File: src/rtl/counter_run_ctrl_if.sv
// Host-side start/done handshake of counter_run_ctrl.
// The host drives the master side and the controller uses the slave side.
interface counter_run_ctrl_if #(
    parameter int LAP_W = 8
);
    logic             start;
    logic [LAP_W-1:0] laps;
    logic             abort;
    logic             busy;
    logic             done;
    logic             aborted;
    logic [LAP_W-1:0] lap_cnt;

    modport master (
        output start, laps, abort,
        input  busy, done, aborted, lap_cnt
    );

    modport slave (
        input  start, laps, abort,
        output busy, done, aborted, lap_cnt
    );
endinterface

File: src/rtl/counter_run_ctrl.sv
// Run controller for one shared Counter: gates enb and counts carryout laps until the requested count is reached.
// Optional abort path is compiled in with `define COUNTER_RUN_CTRL_ABORT_EN.
//
// state | meaning
// IDLE  | waiting for start; lap_cnt holds the last run's result
// ARM   | one settling cycle, counter still disabled
// RUN   | counter enabled, carryout pulses counted as laps
// DONE  | one-cycle done pulse, counter disabled
module counter_run_ctrl #(
    parameter int LAP_W = 8
) (
    input  logic                clk,
    input  logic                rst_n,
    counter_run_ctrl_if.slave   bus,
    input  logic                ctr_carryout,
    output logic                ctr_enb
);

    typedef enum logic [1:0] {
        IDLE = 2'd0,
        ARM  = 2'd1,
        RUN  = 2'd2,
        DONE = 2'd3
    } state_t;

    state_t           state;
    state_t           state_nxt;
    logic [LAP_W-1:0] laps_q;
    logic [LAP_W-1:0] lap_cnt;
    logic [LAP_W-1:0] lap_nxt;
    logic             lap_load;
    logic             lap_inc;
    logic             abort_hit;
    logic             aborted_q;

    assign lap_nxt = lap_cnt + LAP_W'(1);

    always_ff @(posedge clk or negedge rst_n) begin
        if (!rst_n) begin
            state <= IDLE;
        end else begin
            state <= state_nxt;
        end
    end

    always_comb begin
        state_nxt = state;
        lap_load  = 1'b0;
        lap_inc   = 1'b0;
        abort_hit = 1'b0;
        case (state)
            IDLE: begin
                if (bus.start) begin
                    lap_load  = 1'b1;
                    state_nxt = (bus.laps == '0) ? DONE : ARM;
                end
            end
            ARM: begin
                state_nxt = RUN;
`ifdef COUNTER_RUN_CTRL_ABORT_EN
                if (bus.abort) begin
                    abort_hit = 1'b1;
                    state_nxt = DONE;
                end
`endif
            end
            RUN: begin
                if (ctr_carryout) begin
                    lap_inc = 1'b1;
                    if (lap_nxt == laps_q) begin
                        state_nxt = DONE;
                    end
                end
`ifdef COUNTER_RUN_CTRL_ABORT_EN
                // abort overrides completion, but the final carryout is still counted above
                if (bus.abort) begin
                    abort_hit = 1'b1;
                    state_nxt = DONE;
                end
`endif
            end
            DONE: begin
                state_nxt = IDLE;
            end
            default: begin
                state_nxt = IDLE;
            end
        endcase
    end

    always_ff @(posedge clk or negedge rst_n) begin
        if (!rst_n) begin
            laps_q  <= '0;
            lap_cnt <= '0;
        end else if (lap_load) begin
            laps_q  <= bus.laps;
            lap_cnt <= '0;
        end else if (lap_inc) begin
            lap_cnt <= lap_nxt;
        end
    end

`ifdef COUNTER_RUN_CTRL_ABORT_EN
    always_ff @(posedge clk or negedge rst_n) begin
        if (!rst_n) begin
            aborted_q <= 1'b0;
        end else if (lap_load) begin
            aborted_q <= 1'b0;
        end else if (abort_hit) begin
            aborted_q <= 1'b1;
        end
    end
`else
    logic abort_unused;
    logic abort_hit_unused;
    assign abort_unused     = bus.abort;
    assign abort_hit_unused = abort_hit;
    assign aborted_q        = 1'b0;
`endif

    assign ctr_enb     = (state == RUN);
    assign bus.busy    = (state != IDLE);
    assign bus.done    = (state == DONE);
    assign bus.aborted = aborted_q;
    assign bus.lap_cnt = lap_cnt;

endmodule

File: src/flat_wrapper.sv
// flat-port wrapper written by rule: the top's interface ports become plain ports
module counter_run_ctrl_flat 
#(
    parameter int LAP_W = 8
)
  (clk, rst_n, ctr_carryout, ctr_enb, bus_start, bus_laps, bus_abort, bus_busy, bus_done, bus_aborted, bus_lap_cnt);
  counter_run_ctrl_if #(.LAP_W(LAP_W)) bus_i ();
  input  logic clk;
  input  logic rst_n;
  input  logic ctr_carryout;
  output logic ctr_enb;
  input wire logic [$bits(bus_i.start)-1:0] bus_start;
  input wire logic [$bits(bus_i.laps)-1:0] bus_laps;
  input wire logic [$bits(bus_i.abort)-1:0] bus_abort;
  output wire logic [$bits(bus_i.busy)-1:0] bus_busy;
  output wire logic [$bits(bus_i.done)-1:0] bus_done;
  output wire logic [$bits(bus_i.aborted)-1:0] bus_aborted;
  output wire logic [$bits(bus_i.lap_cnt)-1:0] bus_lap_cnt;
  assign bus_i.start = bus_start;
  assign bus_i.laps = bus_laps;
  assign bus_i.abort = bus_abort;
  assign bus_busy = bus_i.busy;
  assign bus_done = bus_i.done;
  assign bus_aborted = bus_i.aborted;
  assign bus_lap_cnt = bus_i.lap_cnt;
  counter_run_ctrl #(.LAP_W(LAP_W)) u_core (.clk(clk), .rst_n(rst_n), .bus(bus_i), .ctr_carryout(ctr_carryout), .ctr_enb(ctr_enb));
endmodule
File: config.mk
export PLATFORM = sky130hd
export DESIGN_NAME = counter_run_ctrl_flat
export DESIGN_NICKNAME = d
export VERILOG_FILES = /design/src/rtl/counter_run_ctrl_if.sv /design/src/rtl/counter_run_ctrl.sv /design/src/flat_wrapper.sv
export SDC_FILE = /design/constraint.sdc
export NUM_CORES = 1
export LEC_CHECK = 0
export ABC_AREA = 1
export CORE_MARGIN = 4
export CORE_UTILIZATION = 40
export CTS_CLUSTER_SIZE = 8
export DETAILED_ROUTE_END_ITERATION = 8
export PLACE_DENSITY_LB_ADDON = 0.1
export SYNTH_ARGS = -nofsm -noshare
export SYNTH_HDL_FRONTEND = slang
export SYNTH_SLANG_ARGS = --single-unit
File: constraint.sdc
create_clock -name clk -period 2.1 [get_ports clk]
set_input_delay 0.21 -clock clk [delete_from_list [all_inputs] [get_ports clk]]
set_output_delay 0.21 -clock clk [all_outputs]
set_load 0.02 [all_outputs]
Word-level counts from Yosys, hierarchy flattened
Index checks and enable logic that the tools add are counted.

Bits in registers: 18. Input port bits: 13. Output and inout bits: 12. Logic and storage cells: 27.

Add/subtract/negate cells: 1. Equal/unequal tests: 7. Mux-type cells: 11. Reductions and logical operators: 5.

Operators with widths (number): 8-bit two-way mux (2); 8-bit by 1-bit adder with 8-bit output (second input constant) (1); 8-bit == test (1); 8-bit logical NOT (1); 2-bit two-way mux (4); 2-bit one-hot mux with 4 select lines (1); 2-bit == test (second input constant) (2); 1-bit two-way mux (4); 2-bit != test (second input constant) (2); 2-bit nonzero test (2); 3-bit AND reduction (1); 2-bit by 1-bit == test with 1-bit output (second input constant) (1); 2-bit logical NOT (1); 2-bit by 1-bit != test with 1-bit output (second input constant) (1).

Depth between registers and ports, before layout
Gate-level depths: netlist of the first run.

Word-level depth: 5. Depth in mapped cells: 14. Mapped depth without buffers: 14.

Worst setup path before layout of the first run
OpenSTA, ideal clock, no wires.

Path type: reg2reg. Start: register u_core.lap_cnt[0], in the netlist u_core.bus.lap_cnt[0]. End: register u_core.state[1]. Library setup time: 0.117 ns. Arrival time: 1.558 ns. Required time: 1.983 ns. Setup slack: 0.425 ns. Stages on the path, launching flop included: 13. Path through: dfrtp_1 > ha_1 > nand2_2 > clkinv_1 > nand3_1 > nand3_1 > nand3_1 > nor2_1 > nand3_1 > nand2_1 > nand2_1 > nand2_1 > nand2_1.

Word-level cells in the longest chain between the ends: 4.

Ends and longest elaborated chain: from (decl) (RTL line counter_run_ctrl.sv:29) `logic [LAP_W-1:0] lap_cnt;`; from (signal assigned) (RTL line counter_run_ctrl.sv:99) `lap_cnt <= lap_nxt;`; 8-bit by 1-bit adder with 8-bit output (RTL line counter_run_ctrl.sv:36) `assign lap_nxt = lap_cnt + LAP_W'(1);`; 8-bit == test (RTL line counter_run_ctrl.sv:70) `if (lap_nxt == laps_q) begin`; 2-bit by 1-bit != test with 1-bit output (no source line); 3-bit AND reduction (no source line); to (signal assigned) (RTL line counter_run_ctrl.sv:42) `state <= state_nxt;`; to (decl) (RTL line counter_run_ctrl.sv:26) `state_t state;`.

Every way passes these cells. A chain may end at the register's enable or synchronous reset.

Worst setup path after layout of the first run
Start: register u_core.state[1]. End: output port bus_busy.

Word-level cells in the longest chain between the ends: 1.

Ends and longest elaborated chain: 2-bit nonzero test (RTL line counter_run_ctrl.sv:122) `assign bus.busy = (state != IDLE);`; to (decl) (RTL line flat_wrapper.sv:15) `output wire logic [$bits(bus_i.busy)-1:0] bus_busy;`.

Every way passes these cells.

==> results.yml, run 1 <==
outcome:
  status: "finished, final reports clean"
synth:
  synth_area_leaders: "dfrtp_1 41%, nand2_1 12%, nand3_1 12%"
  synth_top_area_cell: "dfrtp_1"
  ys_types: 20
  yosysSeqAreaShare: 0.409
  avgSynthCellArea_um2: 7.15
  syn_inst: 154
  synth-seq-cells: 18
  netlist_area_um2: 1100
  syn-num-nets: 172
  synth_top_area_frac: 0.409
  synth_warnings: 0
layout:
  nets: 200
  layout-area-overhead-vs-synth_pct: 27.7
  post-route-util: 0.553
  layout_common_cells: "36 x nand2_1, 26 x nand3_1, 22 x inv_1, 22 x clkdlybuf4s50_1, 18 x dfrtp_1"
  drive_above_1_share: 0.0608
  diodes: 0
  postLayoutCellArea_um2: 1410
  final_common_cell: "nand2_1"
routing:
  viasPerCell: 5.19
  drt_iter0_markers: 37
  via_count: 1096
  ant_nets: 0
  drt-total-wl_mm: 2.63
  drc_errors: 0
  wl_per_cell_um: 12.5
  first_pass_iters: 4
setup_path:
  r2r_cells: 12
  cp_max_fo: 4
  r2r_end: "u_core.state[1]"
  crit_path_start_kind: "flip-flop"
  reg2reg_slack_ns: 0.25
  startpoint: "u_core.state[1]"
  crit_path_end: "bus_busy"
  worstSetupEndpointType: "output port"
  cp.arrival_ns: 1.68
  rr_startpoint: "u_core.bus.lap_cnt[0]"
  cp.required_ns: 1.89
  crit_type: "reg -> out"
sta:
  rsz0062_at_grt: "false"
  fin_skew_ns: 0.00894
  setup_violations: 0
  hold_slack_ns: 0.219
  fmax_ghz: 0.529
  post-route-min-period_ns: 1.89
  final.setup.tns_ns: 0
  drv_slew: 0
  finalCritPeriodShare: 0.901
  final_hold_viol_count: 0
cts:
  cts-root-buf: "clkbuf_4"
  clkSinkCount: 18
  cts.path.max_buffers: 2
  cts_resized: 0
  hold_buffers: 0
  htree_levels: 1
  clk_latency_ns: 0.31
  numCtsBuffers: 3
  tritoncts: "yes"
  clk_pin_slew_worst_paths_ns: 0.12
  post_cts_buffers: 0
global_route:
  overflow: 0
  globalRouteMet3Util: 0.0213
  grt_usage: 0.166
  busiest_layer: "met2"
  grt_antenna_before_repair: 0
  met1_usage: 0.201
  grt_pass1_wl_mm: 4.53
  grt_pass1_vias: 1107
  grt_max_degree: 19
  met2_usage: 0.281
floorplan:
  dieHeight_um: 60.5
  start_util: 0.433
  coreArea_um2: 2540
  die-area_um2: 3660
  rows: 18
  boundaryPins: 25
  die_x_um: 60.5
placed_design:
  detailed_place_hpwl_mm: 2.06
  port-buffer-count: 22
  place_congestion: 0.831
  post_dp_cell_area_um2: 1370
worst_hold_path:
  hold_path_class: "in -> async"
pwr:
  power_uw: 1470
  power_density_nw_per_um2: 1050
  irDropWorstVdd_mv: 0.668
  power_leakage_uw: 0.000670
flow_run:
  cap_violations: 0
[through the flow]
step / instances / setup slack (ns)
6_report: 211 / 0.208
5_1_grt: 211 / 0.0189
4_1_cts: 211 / 0.183
3_5_place_dp: 207 / 0.272
3_3_place_gp: 207 / 0.304
2_1_floorplan: 154 / 0.425
[sequential cells by signal (all words and copies together), names as in the netlist]
name / count
u_core.bus.lap_cnt: 8
u_core.laps_q: 8
u_core.state: 2
[synthesized netlist by cell type, drive strengths merged]
cell,number
nand2,37
nand3,26
inv,22
dfrtp,18
nor2,15
a21oi,9
o21ai,6
ha,5
o22ai,3
nand4,2
nor4,2
or2,2
buf,1
clkbuf,1
clkinv,1
conb,1
mux2,1
o21bai,1
xnor2,1
[critical path, cell delays in order, from the launching register on]
cell and delay (ns):
dfrtp_1 0.41, inv_1 0.08, ha_1 0.21, inv_1 0.08, clkdlybuf4s50_1 0.60
[cell families after synthesis]
kind of cell	count (synthesis)	synth area share
simple gates	84	0.332
flops	18	0.409
xor+xnor	1	0.00796
buf+inv	25	0.0886
compound gates	19	0.0920
other cells	1	0.00341
fa+ha+maj	5	0.0568
mux	1	0.0102
[worst min-delay path by stage]
stage / to / startpoint / depth (start not counted) / slack [ns]
finish: u_core.bus.lap_cnt[4] / rst_n / 2 / 0.22
global route: u_core.bus.lap_cnt[4] / rst_n / 2 / 0.23
CTS: u_core.bus.lap_cnt[4] / rst_n / 2 / 0.22
detailed placement: u_core.state[0] / u_core.state[0] / 2 / 0.50
global placement: u_core.state[0] / u_core.state[0] / 2 / 0.49
floorplan: u_core.bus.lap_cnt[0] / rst_n / 0 / -0.09
[where the power goes]
part / internal (uW) / total [uW] / switching [uW]
Clock: 106 / 226 / 120
Sequential: 457 / 546 / 89.9
Combinational: 304 / 699 / 395
Total: 866 / 1470 / 605
[layout make-up]
class,count,area (um2)
clock buffer,4,36.3
sequential,18,450
multi-input combinational,111,553
tap,30,37.5
timing repair buffer,25,243
fill,250,1140
inverter,23,86.3
[metal layers]
metal  vias up  routed length [um]  part of all wire
met3         8                 139             0.053
met2        32                1270              0.48
li1        553                   -                 -
met5         -                   0                 0
met4         0                  67             0.025
met1       503                1160              0.44
Note: power is estimated with default switching activity, not from simulation.
==> run 2: changes to the inputs <==
--- a/config.mk
+++ b/config.mk
@@ -10,7 +10,7 @@
 export CORE_UTILIZATION = 40
 export CTS_CLUSTER_SIZE = 8
 export DETAILED_ROUTE_END_ITERATION = 8
-export PLACE_DENSITY_LB_ADDON = 0.1
+export PLACE_DENSITY = 0.66
 export SYNTH_ARGS = -nofsm -noshare
 export SYNTH_HDL_FRONTEND = slang
 export SYNTH_SLANG_ARGS = --single-unit
==> run 2 against run 1 <==
Clock-buffer cell count fell by 1. Routed wire length fell by 4.5%. Total power fell by 2.7%. Hold slack improved by 0.0031 ns. Clock power fell by 20%. Final cell count fell by 0.47%. Worst setup slack got worse by 0.027 ns. Sequential share of layout area rose by 0.32 points. Combinational power rose by 2%. Core utilization fell by 0.54 points. Critical endpoint unchanged.
==> results.yml, run 2 (same netlist as run 1, synthesis figures left out) <==
cts:
  htree_levels: 1
  cts.path.max_buffers: 2
  cts-root-buf: "clkbuf_4"
  clkSinkCount: 18
  clk_pin_slew_worst_paths_ns: 0.11
  hold_buffers: 0
  tritoncts: "yes"
  numCtsBuffers: 3
  clk_latency_ns: 0.30
  cts_resized: 0
  post_cts_buffers: 0
global_route:
  overflow: 0
  grt_usage: 0.159
  grt_pass1_wl_mm: 4.37
  grt_antenna_before_repair: 0
  grt_max_degree: 19
  grt_pass1_vias: 1008
pwr:
  power_leakage_uw: 0.000663
  power_density_nw_per_um2: 1030
  irDropWorstVdd_mv: 0.652
  power_uw: 1430
setup_path:
  cp.arrival_ns: 1.71
  crit_type: "reg -> out"
  cp_max_fo: 4
  crit_path_start_kind: "flip-flop"
  cp.required_ns: 1.89
  r2r_cells: 12
  worstSetupEndpointType: "output port"
layout:
  largestRegisters: "u_core.bus.lap_cnt (8), u_core.laps_q (8), u_core.state (2)"
  drive_above_1_share: 0.0556
  diodes: 0
  layout-area-overhead-vs-synth_pct: 26.5
  final_common_cell: "nand2_1"
  layout_common_cells: "36 x nand2_1, 26 x nand3_1, 22 x inv_1, 22 x clkdlybuf4s50_1, 18 x dfrtp_1"
  postLayoutCellArea_um2: 1390
  nets: 200
routing:
  ant_nets: 0
  viasPerCell: 5.05
  drc_errors: 0
  drt_iter0_markers: 34
  drt-total-wl_mm: 2.52
  wl_per_cell_um: 12.0
  first_pass_iters: 4
  via_count: 1060
sta:
  finalCritPeriodShare: 0.914
  post-route-min-period_ns: 1.92
  drv_slew: 0
  rsz0062_at_grt: "false"
  fin_skew_ns: 0.00531
  fmax_ghz: 0.521
  setup_violations: 0
  final_hold_viol_count: 0
  final.setup.tns_ns: 0
placed_design:
  place_congestion: 0.818
  detailed_place_hpwl_mm: 1.99
  post_dp_cell_area_um2: 1370
  port-buffer-count: 22
floorplan:
  die_x_um: 60.5
  boundaryPins: 25
  start_util: 0.433
  die-area_um2: 3660
  coreArea_um2: 2540
  dieHeight_um: 60.5
  rows: 18
flow_run:
  cap_violations: 0
outcome:
  status: "finished, final reports clean"
worst_hold_path:
  hold_path_class: "in -> async"
==> run 2: layout make-up <==
cell class	count	area [um2]
fill	249	1150
multi-input combinational	111	553
tap	30	37.5
inverter	23	86.3
timing repair buffer	25	243
sequential	18	450
clock buffer	3	22.5
==> run 2: worst max-delay path, stage by stage (launching register included) <==
cell and delay [ns]:
dfrtp_1 0.43, inv_1 0.09, ha_1 0.23, inv_1 0.07
clkdlybuf4s50_1 0.60
==> run 2: worst paths after layout <==
path                            slack (ns)               endpoint                   from
max in group asynchronous             1.68       u_core.laps_q[5]                  rst_n
worst max register to register        0.31        u_core.state[1]  u_core.bus.lap_cnt[0]
worst min-delay path                  0.22  u_core.bus.lap_cnt[0]                  rst_n
worst max-delay path                  0.18               bus_busy        u_core.state[1]
worst min register to register        0.52        u_core.state[0]        u_core.state[0]
min in group clk                      0.51       u_core.laps_q[2]            bus_laps[2]
==> run 2: power breakdown <==
part	leakage, uW	switching (uW)	total (uW)	internal [uW]
Sequential	0.000222	85.3	542	456
Combinational	0.000427	401	710	309
Clock	0.0000138	113	180	66.8
==> run 2: layer usage <==
layer / vias to the layer above / GRT usage / wire length, um
met5: - / 0 / 0
met4: 0 / 0.0588 / 28
met3: 4 / 0.0298 / 156
met2: 28 / 0.265 / 1160
met1: 469 / 0.206 / 1180
li1: 559 / - / -
==> run 2: through the flow <==
stage               hold slack (ns)   util  std cells  worst slack (ns)
CTS                           0.233  0.547        210             0.179
global route                  0.246  0.547        210            0.0759
detailed placement            0.499  0.538        207             0.327
floorplan                   -0.0856      -        154             0.425
finish                        0.222  0.547        210             0.181
global placement              0.494  0.538        207             0.340
